===== config.mk =====
export PLATFORM = sky130hd
export DESIGN_NAME = drive_mode_arbiter
export DESIGN_NICKNAME = d
export VERILOG_FILES = /design/src/rtl/drive_mode_arbiter.sv
export SDC_FILE = /design/constraint.sdc
export NUM_CORES = 1
export LEC_CHECK = 0
export CELL_PAD_IN_SITES_DETAIL_PLACEMENT = 0
export CELL_PAD_IN_SITES_GLOBAL_PLACEMENT = 2
export CORE_UTILIZATION = 32
export DETAILED_ROUTE_END_ITERATION = 16
export HOLD_SLACK_MARGIN = 0.08
export PLACE_DENSITY = 0.79
export SYNTH_ARGS = -nofsm -noshare
export SYNTH_HDL_FRONTEND = slang
export SYNTH_SLANG_ARGS = --single-unit

===== constraint.sdc =====
create_clock -name clk -period 2.24 [get_ports clk]
set_input_delay 0.448 -clock clk [delete_from_list [all_inputs] [get_ports clk]]
set_output_delay 0.448 -clock clk [all_outputs]
set_load 0.1 [all_outputs]

===== src/rtl/drive_mode_arbiter.sv =====
// Drive-mode arbiter: power sequencing, manual/auto source selection,
// mode-change handshake and saturating mileage for the car controller.
module drive_mode_arbiter #(
  parameter int PWR_HOLD   = 1000,
  parameter int IDLE_LIMIT = 10000,
  parameter int MILE_DIV   = 100
) (
  input  logic        clk,
  input  logic        rst,
  input  logic        tick,
  input  logic        power_btn,
  input  logic        mode_btn,
  input  logic [1:0]  mode_sel,
  input  logic [1:0]  man_state,
  input  logic [3:0]  man_moving,
  input  logic        man_power,
  input  logic [1:0]  auto_state,
  input  logic [3:0]  auto_moving,
  input  logic        auto_valid,
  output logic        power,
  output logic [1:0]  global_state,
  output logic [1:0]  state,
  output logic [3:0]  moving_state,
  output logic        mode_ack,
  output logic        mode_nack,
  output logic [13:0] mile_cnt
);

  localparam logic [1:0] ST_OFF    = 2'b00;
  localparam logic [1:0] ST_RUN    = 2'b01;
  localparam logic [1:0] ST_SWITCH = 2'b10;

  localparam logic [1:0] CAR_NSTART   = 2'b00;
  localparam logic [1:0] CAR_MOVING   = 2'b10;
  localparam logic [1:0] MODE_MANUAL  = 2'b00;
  localparam logic [1:0] MODE_INVALID = 2'b11;
  localparam logic [3:0] MOVE_NONE    = 4'b0000;

  localparam int HOLD_W = $clog2(PWR_HOLD + 1);
  localparam int IDLE_W = $clog2(IDLE_LIMIT + 1);
  localparam int PRE_W  = $clog2(MILE_DIV + 1);

  localparam logic [HOLD_W-1:0] HOLD_LAST = HOLD_W'(PWR_HOLD - 1);
  localparam logic [IDLE_W-1:0] IDLE_LAST = IDLE_W'(IDLE_LIMIT - 1);
  localparam logic [PRE_W-1:0]  PRE_LAST  = PRE_W'(MILE_DIV - 1);
  localparam logic [13:0]       MILE_MAX  = 14'd9999;

  function automatic logic [13:0] mile_sat_inc(input logic [13:0] m);
    return (m >= MILE_MAX) ? MILE_MAX : m + 14'd1;
  endfunction

  logic [1:0]        fsm_q, fsm_d;
  logic [1:0]        gstate_q, gstate_d;
  logic [1:0]        state_q, state_d;
  logic [3:0]        moving_q, moving_d;
  logic              ack_q, ack_d;
  logic              nack_q, nack_d;
  logic [13:0]       mile_q, mile_d;
  logic [1:0]        sel_q, sel_d;
  logic [HOLD_W-1:0] hold_q, hold_d;
  logic              lock_q, lock_d;
  logic [IDLE_W-1:0] idle_q, idle_d;
  logic [PRE_W-1:0]  pre_q, pre_step;
  logic [PRE_W-1:0]  pre_d;
  logic              btn_prev_q;

  logic hold_exp, idle_exp, mile_en, in_idle, in_motion, mode_req, off_cause;
  logic [13:0] mile_step;

  // Power button hold: a completed hold locks out until the button is released.
  always_comb begin
    hold_d   = hold_q;
    lock_d   = lock_q;
    hold_exp = 1'b0;
    if (!power_btn) begin
      hold_d = '0;
      lock_d = 1'b0;
    end else if (tick && !lock_q) begin
      if (hold_q == HOLD_LAST) begin
        hold_d   = '0;
        lock_d   = 1'b1;
        hold_exp = 1'b1;
      end else begin
        hold_d = hold_q + HOLD_W'(1);
      end
    end
  end

  always_comb begin
    in_idle  = (fsm_q != ST_OFF) && (state_q == CAR_NSTART) && (moving_q == MOVE_NONE);
    idle_d   = idle_q;
    idle_exp = 1'b0;
    if (!in_idle) begin
      idle_d = '0;
    end else if (tick) begin
      if (idle_q == IDLE_LAST) begin
        idle_d   = '0;
        idle_exp = 1'b1;
      end else begin
        idle_d = idle_q + IDLE_W'(1);
      end
    end
  end

  always_comb begin
    in_motion = (fsm_q == ST_RUN) && (state_q == CAR_MOVING) && (moving_q != MOVE_NONE);
    pre_step  = pre_q;
    mile_en   = 1'b0;
    if (in_motion && tick) begin
      if (pre_q == PRE_LAST) begin
        pre_step = '0;
        mile_en  = 1'b1;
      end else begin
        pre_step = pre_q + PRE_W'(1);
      end
    end
    mile_step = mile_en ? mile_sat_inc(mile_q) : mile_q;
  end

  assign mode_req  = mode_btn && !btn_prev_q;
  assign off_cause = hold_exp || idle_exp || (!man_power && (gstate_q == MODE_MANUAL));

  // Power-off beats a mode request, which beats the source mux update.
  // A rejected request still lets the source mux update that cycle.
  always_comb begin
    fsm_d    = fsm_q;
    gstate_d = gstate_q;
    state_d  = state_q;
    moving_d = moving_q;
    sel_d    = sel_q;
    ack_d    = 1'b0;
    nack_d   = 1'b0;
    mile_d   = mile_step;
    pre_d    = pre_step;
    case (fsm_q)
      ST_OFF: begin
        if (hold_exp) begin
          fsm_d    = ST_RUN;
          gstate_d = MODE_MANUAL;
          state_d  = CAR_NSTART;
          moving_d = MOVE_NONE;
          mile_d   = '0;
          pre_d    = '0;
        end
      end
      ST_SWITCH: begin
        if (off_cause) begin
          fsm_d    = ST_OFF;
          gstate_d = MODE_MANUAL;
          state_d  = CAR_NSTART;
          moving_d = MOVE_NONE;
        end else begin
          fsm_d    = ST_RUN;
          gstate_d = sel_q;
          state_d  = CAR_NSTART;
          moving_d = MOVE_NONE;
        end
      end
      ST_RUN: begin
        if (off_cause) begin
          fsm_d    = ST_OFF;
          gstate_d = MODE_MANUAL;
          state_d  = CAR_NSTART;
          moving_d = MOVE_NONE;
        end else if (mode_req && (state_q == CAR_NSTART) && (mode_sel != MODE_INVALID)) begin
          fsm_d    = ST_SWITCH;
          ack_d    = 1'b1;
          sel_d    = mode_sel;
          state_d  = CAR_NSTART;
          moving_d = MOVE_NONE;
        end else begin
          nack_d = mode_req;
          if (gstate_q == MODE_MANUAL) begin
            state_d  = man_state;
            moving_d = man_moving;
          end else if (auto_valid) begin
            state_d  = auto_state;
            moving_d = auto_moving;
          end
        end
      end
      default: begin
        fsm_d    = ST_OFF;
        gstate_d = MODE_MANUAL;
        state_d  = CAR_NSTART;
        moving_d = MOVE_NONE;
      end
    endcase
  end

  always_ff @(posedge clk) begin
    if (!rst) begin
      fsm_q      <= ST_OFF;
      gstate_q   <= MODE_MANUAL;
      state_q    <= CAR_NSTART;
      moving_q   <= MOVE_NONE;
      ack_q      <= 1'b0;
      nack_q     <= 1'b0;
      mile_q     <= '0;
      sel_q      <= MODE_MANUAL;
      hold_q     <= '0;
      lock_q     <= 1'b0;
      idle_q     <= '0;
      pre_q      <= '0;
      btn_prev_q <= 1'b0;
    end else begin
      fsm_q      <= fsm_d;
      gstate_q   <= gstate_d;
      state_q    <= state_d;
      moving_q   <= moving_d;
      ack_q      <= ack_d;
      nack_q     <= nack_d;
      mile_q     <= mile_d;
      sel_q      <= sel_d;
      hold_q     <= hold_d;
      lock_q     <= lock_d;
      idle_q     <= idle_d;
      pre_q      <= pre_d;
      btn_prev_q <= mode_btn;
    end
  end

  assign power        = (fsm_q != ST_OFF);
  assign global_state = gstate_q;
  assign state        = state_q;
  assign moving_state = moving_q;
  assign mode_ack     = ack_q;
  assign mode_nack    = nack_q;
  assign mile_cnt     = mile_q;

endmodule


==> metrics.yaml, run 1 <==
outcome: "completed"
synth_common_cells: "dfxtp_1, nor2_1, nand2_1"
crit_fanout: 7
num_rows: 34
coreArea_sq_um: 8680
crit_required_ps: 2440
grt_pass1_wl_um: 10700
wirelength_um: 6690
slowest_delay_ps: 570
drc: 0
clk_pin_slew_worst_paths_ps: 70
maxCapViolations: 0
stdcell_count: 501
syn-num-nets: 349
cts-buffers-inserted: 9
clock_sinks: 61
yosysTopAreaCellShare_pct: 42.7
area_growth_pct: 29.8
cts-root-buf: "clkbuf_8"
slew_headroom_pct: 68.4
cp-end-kind: "flip-flop"
postCtsHoldBufs: 0
drive_gt1_share_pct: 16.8
synthArstFlopShare_pct: 0
period_share_pct: 91.5
post_cts_resize_count: 0
drtIter0Drc: 83
io_pins: 46
hold_class: "reg -> reg"
clk_latency_ps: 330
grt_pass1_vias: 2257
rsz0062_at_grt: "false"
worst_slew_pin_slew_ps: 468
fp.dieH_um: 96.6
syn_area_per_cell_sq_um: 8.83
synth_ff_type: "dfxtp_1"
critical_path_buf_inv_count: 0
grt_max_degree: 15
syn_inst: 324
cts_tree: "done"
setup_viol: 0
grt_overflow: 0
yosysMostFrequentCell: "dfxtp_1"
synth_area_sq_um: 2860
dr.pass1.iters: 4
vdd.ir_drop.worst_mv: 0.224
ys_ff_latch: 61
critPathSlowestCell: "or4_4"
die_w_um: 96.6
grt_antenna_before_repair: 0
leakage_nw: 1.47
hpwl_um: 4930
yosys.area.top_type: "dfxtp_1"
die_area_sq_um: 9320
nets: 415
period_minus_slack_ps: 2050
synth_cell_types: 39
cts_max_path_buffers: 2
synth_warnings: 0
antenna_cells: 0
ant_nets: 0
powerDensity_nw_per_um2: 590
crit_path_cell_trace: "or4_4 > or4_4 > o2111ai_2 > or3_1 > mux2i_1"
crit_arrival_ps: 2250
synth_area_leaders: "dfxtp_1, nor2_1, xor2_1"
vias_per_cell: 4.91
ys_seq_area_share_pct: 42.7
routedWlPerCell_um: 13.4
synth_edf_count: 0
place_inst: 487
path_class: "reg -> reg"
maxSlewViolCount: 0
h-tree-depth: 3
fin_tns_setup_ps: 0
cpMostUsedCell: "or4_4"
via_count: 2461
port_buffers: 45
gr-usage-all-layers_pct: 15.2
gp_congestion: 0.745
fillerInstances: 889
cp_top_family: "simple AND/OR/NAND/NOR gates"
start_util_pct: 33.0
clock_skew_ps: 9.04
hold_viol_final: 0
startpoint_type: "flip-flop"
postCtsSetupRepairBufs: 0
timing.fmax_mhz: 488
==> where the power goes <==
group          internal, mW  leakage (nW)  switching, mW
sequential             1.09         0.495        0.00157
clock                 0.594         0.102          0.421
combinational        0.0493         0.876         0.0390
==> metal layers <==
| metal | track usage [%] | wire length (um) | part of all wire (%) | up-vias |
|---|---|---|---|---|
| met1 | 20.0 | 3380 | 50 | 1128 |
| met5 | 0 | 0 | 0 | - |
| met3 | 3.68 | 272 | 4.1 | 9 |
| met4 | 6.99 | 100 | 1.5 | 0 |
| li1 | - | - | - | 1285 |
| met2 | 23.4 | 2940 | 44 | 39 |
==> registers in the layout, summed over array words and instances (netlist names) <==
| register | cells |
|---|---|
| btn_prev_q | 1 |
| fsm_q | 2 |
| global_state | 2 |
| hold_q | 10 |
| idle_q | 14 |
| lock_q | 1 |
| mile_cnt | 14 |
| mode_ack | 1 |
| mode_nack | 1 |
| moving_state | 4 |
| pre_q | 7 |
| sel_q | 2 |
| state | 2 |
==> final cells by class <==
| cell class | count | area (sq um) | area share [%] |
|---|---|---|---|
| inverters | 9 | 33.8 | 0.909 |
| repair buffers | 62 | 541 | 14.6 |
| well taps | 108 | 135 | 3.64 |
| flip-flops and latches | 61 | 1230 | 33.1 |
| clock buffers | 13 | 169 | 4.55 |
| clock inverters | 1 | 30.0 | 0.808 |
| multi-input cells | 247 | 1580 | 42.5 |
==> kinds of logic after synthesis <==
kind of cell | share of synthesized area [%]
and+or+nand+nor | 29.0
DFF | 42.7
xor gates and xnor gates | 11.0
AOI/OAI and AO/OA | 8.09
buffers and inverters | 2.19
muxes | 5.25
adders and majority gates | 1.75
==> path summary, 6_finish.rpt <==
check | from | to | slack, ps | depth (start not counted)
setup / recovery | moving_state[3]$_SDFFE_PN0P_ | state[1]$_SDFFE_PN0P_ | 190 | 5
hold / removal | sel_q[0]$_SDFFE_PN0P_ | global_state[0]$_SDFFE_PN0P_ | 460 | 1
setup reg to reg | moving_state[3]$_SDFFE_PN0P_ | state[1]$_SDFFE_PN0P_ | 190 | 5
hold reg to reg | sel_q[0]$_SDFFE_PN0P_ | global_state[0]$_SDFFE_PN0P_ | 460 | 1
==> cells in the final DEF, fill, tap and decap left out, drive strengths merged, types with 3 or more instances in the layout <==
master         instances
nor2                  48
nor4                   6
and4                   5
and3                   9
inv                    9
nor2b                  4
clkdlybuf4s50         20
or3                    8
clkbuf                13
nand4                 14
a22o                   3
xor2                  19
a21oi                  9
nor3                  13
nand3                 13
nand2                 24
a211oi                 3
mux2i                 15
xnor2                 17
dfxtp                 61
ha                     4
buf                   42
o21ai                  8
and4b                  4
==> worst register-to-register path, cell delays in order, from the launching register on <==
cell	delay [ps]
dfxtp_2	320
or4_4	570
or4_4	470
o2111ai_2	340
or3_1	160
mux2i_1	60
==> metrics by stage <==
step / power (mW) / setup slack [ps] / utilization [%] / area, sq um / hold slack (ps)
floorplan: 1.15 / 11.2 / - / 2870 / 443
detailed placement: 1.20 / -102 / 40.5 / 3520 / 462
global placement: 1.20 / -93.1 / 40.5 / 3520 / 458
global route: 2.28 / 63.9 / 42.8 / 3710 / 484
CTS: 2.23 / 167 / 42.8 / 3710 / 471
finish: 2.19 / 191 / 42.8 / 3710 / 465
Note: power is estimated with default switching activity, not from simulation.
==> run 2: changes to the inputs <==
CELL_PAD_IN_SITES_DETAIL_PLACEMENT = unset   (was 0)
CELL_PAD_IN_SITES_GLOBAL_PLACEMENT = unset   (was 2)
CORE_UTILIZATION = 53   (was 32)
==> run 2 against run 1 <==
Fmax decreased by 0.88%. Sequential power about the same. Die area decreased by 39%. Final cell count decreased by 8.2%. Clock power increased by 6%. Critical endpoint unchanged. Routed wire length decreased by 5.7%. Cell area decreased by 2.5%. Combinational power about the same. Total power increased by 2.6%. Worst hold slack improved by 3.7 ps. Count of clock-buffer cells in the layout decreased by 3.
==> metrics.yaml, run 2 (synthesized netlist as in run 1, its figures left out) <==
outcome: "completed"
cts-root-buf: "clkbuf_8"
final_cell_mix: "dfxtp_1, nor2_1, buf_4, nand2_1, clkdlybuf4s50_1"
ant_nets: 0  # unchanged
crit_required_ps: 2450  # about the same
worst_slew_pin_slew_ps: 799  # +331 ps
use_met2_pct: 45.0  # +22 points
crit_fanout: 7  # unchanged
path_class: "reg -> reg"
rsz0062_at_grt: "false"
fillerInstances: 436  # -51%
register_area_sq_um: 1230  # unchanged
grt_antenna_before_repair: 0  # unchanged
io_pins: 46  # unchanged
r2r_setup_slack_ps: 170  # -20 ps
drtIter0Drc: 94  # +13%
grt_pass1_wl_um: 10900  # +1.7%
grt_busiest_layer: "met2"
clk_latency_ps: 340  # about the same
layout_commonest_cell: "dfxtp_1"
timing.fmax_mhz: 484  # -0.88%
cpMostUsedCell: "or4_4"
slowest_delay_ps: 570  # about the same
clock_skew_ps: 5.12  # -3.91 ps
clockPowerShare_pct: 47.7  # +1.4 points
crit_arrival_ps: 2280  # +30 ps
startpoint_type: "flip-flop"
wirelength_um: 6310  # -5.7%
intPower_mw: 1.76  # +1.7%
routedWlPerCell_um: 13.7  # +2.7%
combinationalPowerShare_pct: 3.9  # about the same
cts_tree: "done"
post_cts_resize_count: 0  # unchanged
fp.dieH_um: 75.5  # -22%
powerDensity_nw_per_um2: 621  # +5.2%
via_count: 2531  # +2.8%
gr-usage-all-layers_pct: 25.1  # +9.8 points
vdd.ir_drop.worst_mv: 0.378  # +69%
drive_gt1_share_pct: 16.2  # -0.64 points
grt_overflow: 0  # unchanged
die_area_sq_um: 5700  # -39%
h-tree-depth: 3  # unchanged
crit_path_cell_trace: "or4_4 > or4_4 > o2111ai_2 > or3_1 > mux2i_1"
maxSlewViolCount: 0  # unchanged
hpwl_um: 4690  # -4.9%
slew_headroom_pct: 46.5  # -22 points
fin_tns_setup_ps: 0  # unchanged
period_minus_slack_ps: 2070  # +18.2 ps
die_w_um: 75.5  # -22%
cts-buffers-inserted: 9  # unchanged
setup_viol: 0  # unchanged
drc: 0  # unchanged
clock_sinks: 61  # unchanged
vias_per_cell: 5.50  # +12%
switchingPower_mw: 0.488  # +5.7%
power_frac_seq_pct: 48.4  # -1.3 points
coreArea_sq_um: 5140  # -41%
critPathSlowestCell: "or4_4"
start_util_pct: 55.7  # +23 points
dr.pass1.iters: 4  # unchanged
grt_util_met1_pct: 29.6  # +9.6 points
maxCapViolations: 0  # unchanged
postCtsSetupRepairBufs: 0  # unchanged
grt_pass1_vias: 2453  # +8.7%
area_growth_pct: 26.5
cp-end-kind: "flip-flop"
grt_use_met3_pct: 3.97  # +0.29 points
num_rows: 26  # -24%
multi_input_area_sq_um: 1580  # unchanged
antenna_cells: 0  # unchanged
port_buffers: 45  # unchanged
leakage_nw: 1.44  # -2.5%
finalPower_mw: 2.25  # +2.6%
swShare_pct: 21.7  # +0.65 points
hold_class: "reg -> reg"
postCtsHoldBufs: 0  # unchanged
nets: 410  # -1.2%
grt_max_degree: 15  # unchanged
gp_congestion: 0.838  # +12%
place_worst_setup_slack_ps: -91.2  # +10.8 ps
period_share_pct: 92.3  # +0.81 points
hold_viol_final: 0  # unchanged
worst_slack_ps: 173  # -18.2 ps
clk_pin_slew_worst_paths_ps: 70  # about the same
cts_max_path_buffers: 2  # unchanged
[run 2: cell types whose count changed in the layout (fill, tap and decap cells not counted), sizes merged]
cell	change
buf	-5
bufinv	+1
clkbuf	-3
clkinv	+1
clkinvlp	+3
[run 2: area by class of cell]
type / count / share of cell area (%)
clock buffer: 10 / 3.52
clock inverter: 6 / 2.42
inverter: 9 / 0.933
timing repair buffer: 57 / 13.2
sequential: 61 / 33.9
tap: 70 / 2.42
multi-input combinational: 247 / 43.6
[run 2: metrics by stage]
stage	instances	utilization [%]	hold slack [ps]	instance area [sq um]
after floorplan	324	-	443	2870
after global placement	444	66.3	455	3410
after detailed placement	444	66.3	461	3410
after CTS	460	70.4	471	3620
after global routing	460	70.4	497	3620
final	460	70.4	468	3620
[run 2: per-layer routing]
metal / share of wire (%) / wire (um) / vias up
li1: - / - / 1278
met1: 44 / 2780 / 1189
met2: 51 / 3190 / 53
met3: 3.3 / 211 / 11
met4: 1.9 / 118 / 0
met5: 0 / 0 / -
[run 2: worst paths after layout]
path | cells after the start | from | endpoint
worst max register to register | 5 | moving_state[3]$_SDFFE_PN0P_ | state[1]$_SDFFE_PN0P_
worst min register to register | 2 | moving_state[1]$_SDFFE_PN0P_ | moving_state[1]$_SDFFE_PN0P_
worst min-delay path | 2 | moving_state[1]$_SDFFE_PN0P_ | moving_state[1]$_SDFFE_PN0P_
worst max-delay path | 5 | moving_state[3]$_SDFFE_PN0P_ | state[1]$_SDFFE_PN0P_
[run 2: worst max-delay path: cells and delay by family, from the launching register on]
family / cells / cell delay (ps)
AOI/OAI and AO/OA: 1 / 330
DFF: 1 / 340
muxes: 1 / 60
and+or+nand+nor: 3 / 1210
[run 2: power groups by stage]
| stage | Sequential [mW] | Clock, mW | Combinational [mW] |
|---|---|---|---|
| 2_1_floorplan | 1.11 | 0 | 0.0340 |
| 3_3_place_gp | 1.11 | 0 | 0.0873 |
| 3_5_place_dp | 1.11 | 0 | 0.0876 |
| 4_1_cts | 1.09 | 1.09 | 0.0884 |
| 5_1_grt | 1.09 | 1.13 | 0.0953 |
| 6_report | 1.09 | 1.07 | 0.0885 |
==> run 3: changes to the inputs <==
ABC_AREA = 1   (was unset)
CORE_MARGIN = 4   (was unset)
CORE_UTILIZATION = 55   (was 53)
PLACE_DENSITY = 0.8   (was 0.79)
==> run 3 against run 2 <==
Worst setup slack improved by 28 ps. Synthesized area grew 14%. Final cell count rose by 34%. Utilization up 1.6 points. Die area rose by 26%. Largest power group unchanged.
==> metrics.yaml, run 3 <==
outcome: "completed"
syn_inst: 468  # +44%
crit_arrival_ps: 2260  # -20 ps
worst_slew_pin_slew_ps: 406  # -393 ps
hold_class: "reg -> reg"
io_pins: 46  # unchanged
nets: 563  # +37%
yosys.area.top_type: "dfxtp_1"
powerDensity_nw_per_um2: 532  # -14%
finalInstanceArea_sq_um: 4040  # +12%
grt_pass1_wl_um: 12800  # +17%
critPathSlowestCell: "clkdlybuf4s50_1"
ys_ff_latch: 61  # unchanged
register_area_sq_um: 1230  # -0.10%
cts-buffers-inserted: 9  # unchanged
slowest_delay_ps: 550  # -20 ps
final_cell_mix: "nand2_1, nor2_1, inv_1, dfxtp_1, buf_4"
rsz0062_at_grt: "false"
vias_per_cell: 5.15  # -6.3%
hpwl_um: 5520  # +18%
clock_skew_ps: 10.4  # +5.31 ps
cp-end-kind: "flip-flop"
power_frac_seq_pct: 50.6  # +2.2 points
multi_input_area_sq_um: 1770  # +12%
drive_gt1_share_pct: 14.2  # -2.0 points
critical_path_buf_inv_count: 2  # +2
yosysMostFrequentCell: "nand2_1"
setup_viol: 0  # unchanged
num_rows: 27  # +3.8%
area_growth_pct: 24.3
synth_common_cells: "nand2_1, nor2_1, dfxtp_1"
grt_overflow: 0  # unchanged
port_buffers: 45  # unchanged
ys_seq_area_share_pct: 37.6  # -5.1 points
gp_congestion: 0.888  # +5.9%
crit_fanout: 10  # +3
cpMostUsedCell: "nor2_1"
die_area_sq_um: 7200  # +26%
postCtsSetupRepairBufs: 0  # unchanged
cp_top_family: "simple AND/OR/NAND/NOR gates"
synthArstFlopShare_pct: 0  # unchanged
maxSlewViolCount: 0  # unchanged
place_worst_setup_slack_ps: -95.7  # -4.52 ps
antenna_cells: 0  # unchanged
synth_ff_type: "dfxtp_1"
clk_pin_slew_worst_paths_ps: 60  # about the same
coreArea_sq_um: 5610  # +9.1%
hold_viol_final: 0  # unchanged
grt_max_degree: 13  # -2
dr_wl_met3_um: 393  # +86%
gr-usage-all-layers_pct: 21.3  # -3.8 points
place_area_sq_um: 3850  # +13%
period_share_pct: 91.0  # -1.3 points
clk_latency_ps: 340  # about the same
grt_pass1_vias: 3044  # +24%
startpoint_type: "input port"
syn-num-nets: 493  # +41%
worst_hold_slack_ps: 459  # -9.07 ps
grt_antenna_before_repair: 0  # unchanged
vdd.ir_drop.worst_mv: 0.395  # +4.3%
clockPowerShare_pct: 44.7  # -3.0 points
fp.dieH_um: 84.9  # +12%
postCtsHoldBufs: 0  # unchanged
combinationalPowerShare_pct: 4.7  # +0.8 points
stdcell_count: 615  # +34%
swShare_pct: 21.8  # +0.14 points
cts-root-buf: "clkbuf_8"
maxCapViolations: 0  # unchanged
synth_cell_types: 40  # +2.6%
slew_headroom_pct: 72.8  # +26 points
fin_util_pct: 72.0  # +1.6 points
via_count: 3170  # +25%
leakage_nw: 1.73  # +20%
intPower_mw: 1.68  # -4.5%
clock_sinks: 61  # unchanged
h-tree-depth: 3  # unchanged
met1_length_um: 3330  # +20%
dr.pass1.iters: 4  # unchanged
post_cts_resize_count: 0  # unchanged
routed.top_layer: "met4"
ant_nets: 0  # unchanged
worst_slack_ps: 201  # +28.1 ps
place_inst: 599  # +35%
syn_area_per_cell_sq_um: 6.94  # -21%
synth_area_sq_um: 3250  # +14%
yosysTopAreaCellShare_pct: 37.6  # -5.1 points
synth_edf_count: 0  # unchanged
switchingPower_mw: 0.470  # -3.7%
drtIter0Drc: 215  # +130%
wirelength_um: 7330  # +16%
synth_area_leaders: "dfxtp_1, nand2_1, nor2_1"
period_minus_slack_ps: 2040  # -28.1 ps
cts_max_path_buffers: 2  # unchanged
cts_tree: "done"
drc: 0  # unchanged
timing.fmax_mhz: 490  # +1.4%
layout_commonest_cell: "nand2_1"
start_util_pct: 57.9  # +2.2 points
path_class: "in -> reg"
fillerInstances: 493  # +13%
die_w_um: 84.9  # +12%
synth_warnings: 0  # unchanged
crit_required_ps: 2470  # +20 ps
routedWlPerCell_um: 11.9  # -13%
crit_path_cell_trace: "clkdlybuf4s50_1 > inv_6 > nor2_1 > nand2_1 > nor2_1 > nand2_1 > nor2_1 > nor2_4 > nand4_2 > a21oi_1 > nor2_1"
routed-wl-met2_um: 3460  # +8.4%
[run 3: per-stage QoR]
stage	TNS [ps]	power (mW)
after floorplan	0	1.16
after global placement	-348	1.21
after detailed placement	-1130	1.21
after CTS	0	2.17
after global routing	0	2.23
final	0	2.15
[run 3: worst paths after layout]
kind / start / to / slack [ps] / cells after the start
max: tick / state[0]$_SDFFE_PN0P_ / 200 / 11
min: sel_q[0]$_SDFFE_PN0P_ / global_state[0]$_SDFFE_PN0P_ / 460 / 2
min reg2reg: sel_q[0]$_SDFFE_PN0P_ / global_state[0]$_SDFFE_PN0P_ / 460 / 2
max reg2reg: pre_q[0]$_SDFF_PN0_ / mile_cnt[5]$_SDFF_PN0_ / 360 / 10
[run 3: kinds of logic (layout without fill, tap and decap cells)]
logic type      Yosys count  count (layout)  synth area share (%)
compound gates           59              59                  9.59
xor+xnor                 17              17                  4.58
fa+ha+maj                 4               4                  1.54
buf+inv                  63             138                  8.01
flops                    61              61                  37.6
mux                       1               1                 0.308
simple gates            263             263                  38.4
[run 3: power by group through the flow]
stage	sequential [mW]	clock, mW	combinational (mW)
after global routing	1.09	1.03	0.111
after CTS	1.09	0.976	0.101
after detailed placement	1.11	0	0.101
after global placement	1.11	0	0.0994
after floorplan	1.11	0	0.0480
final	1.09	0.961	0.101
[run 3: cell type report]
type                       instances  area share (%)
clock buffer                      12            3.59
tap                               72            2.23
multi-input combinational        344            43.7
clock inverter                     4            1.18
inverter                          59            5.61
sequential                        61            30.4
timing repair buffer              63            13.3
[run 3: routing by layer]
layer	vias up	track usage, %
met1	1418	25.8
met2	86	36.7
met3	15	4.47
li1	1651	-
met4	0	8.78
met5	-	0
[run 3: worst reg2reg max path, delay by kind of cell (launching register included)]
kind | cells | cell delay (ps)
adder cells (fa/ha/maj) | 1 | 160
buffers and inverters | 2 | 260
flip-flops | 1 | 370
AND/OR/NAND/NOR | 7 | 980
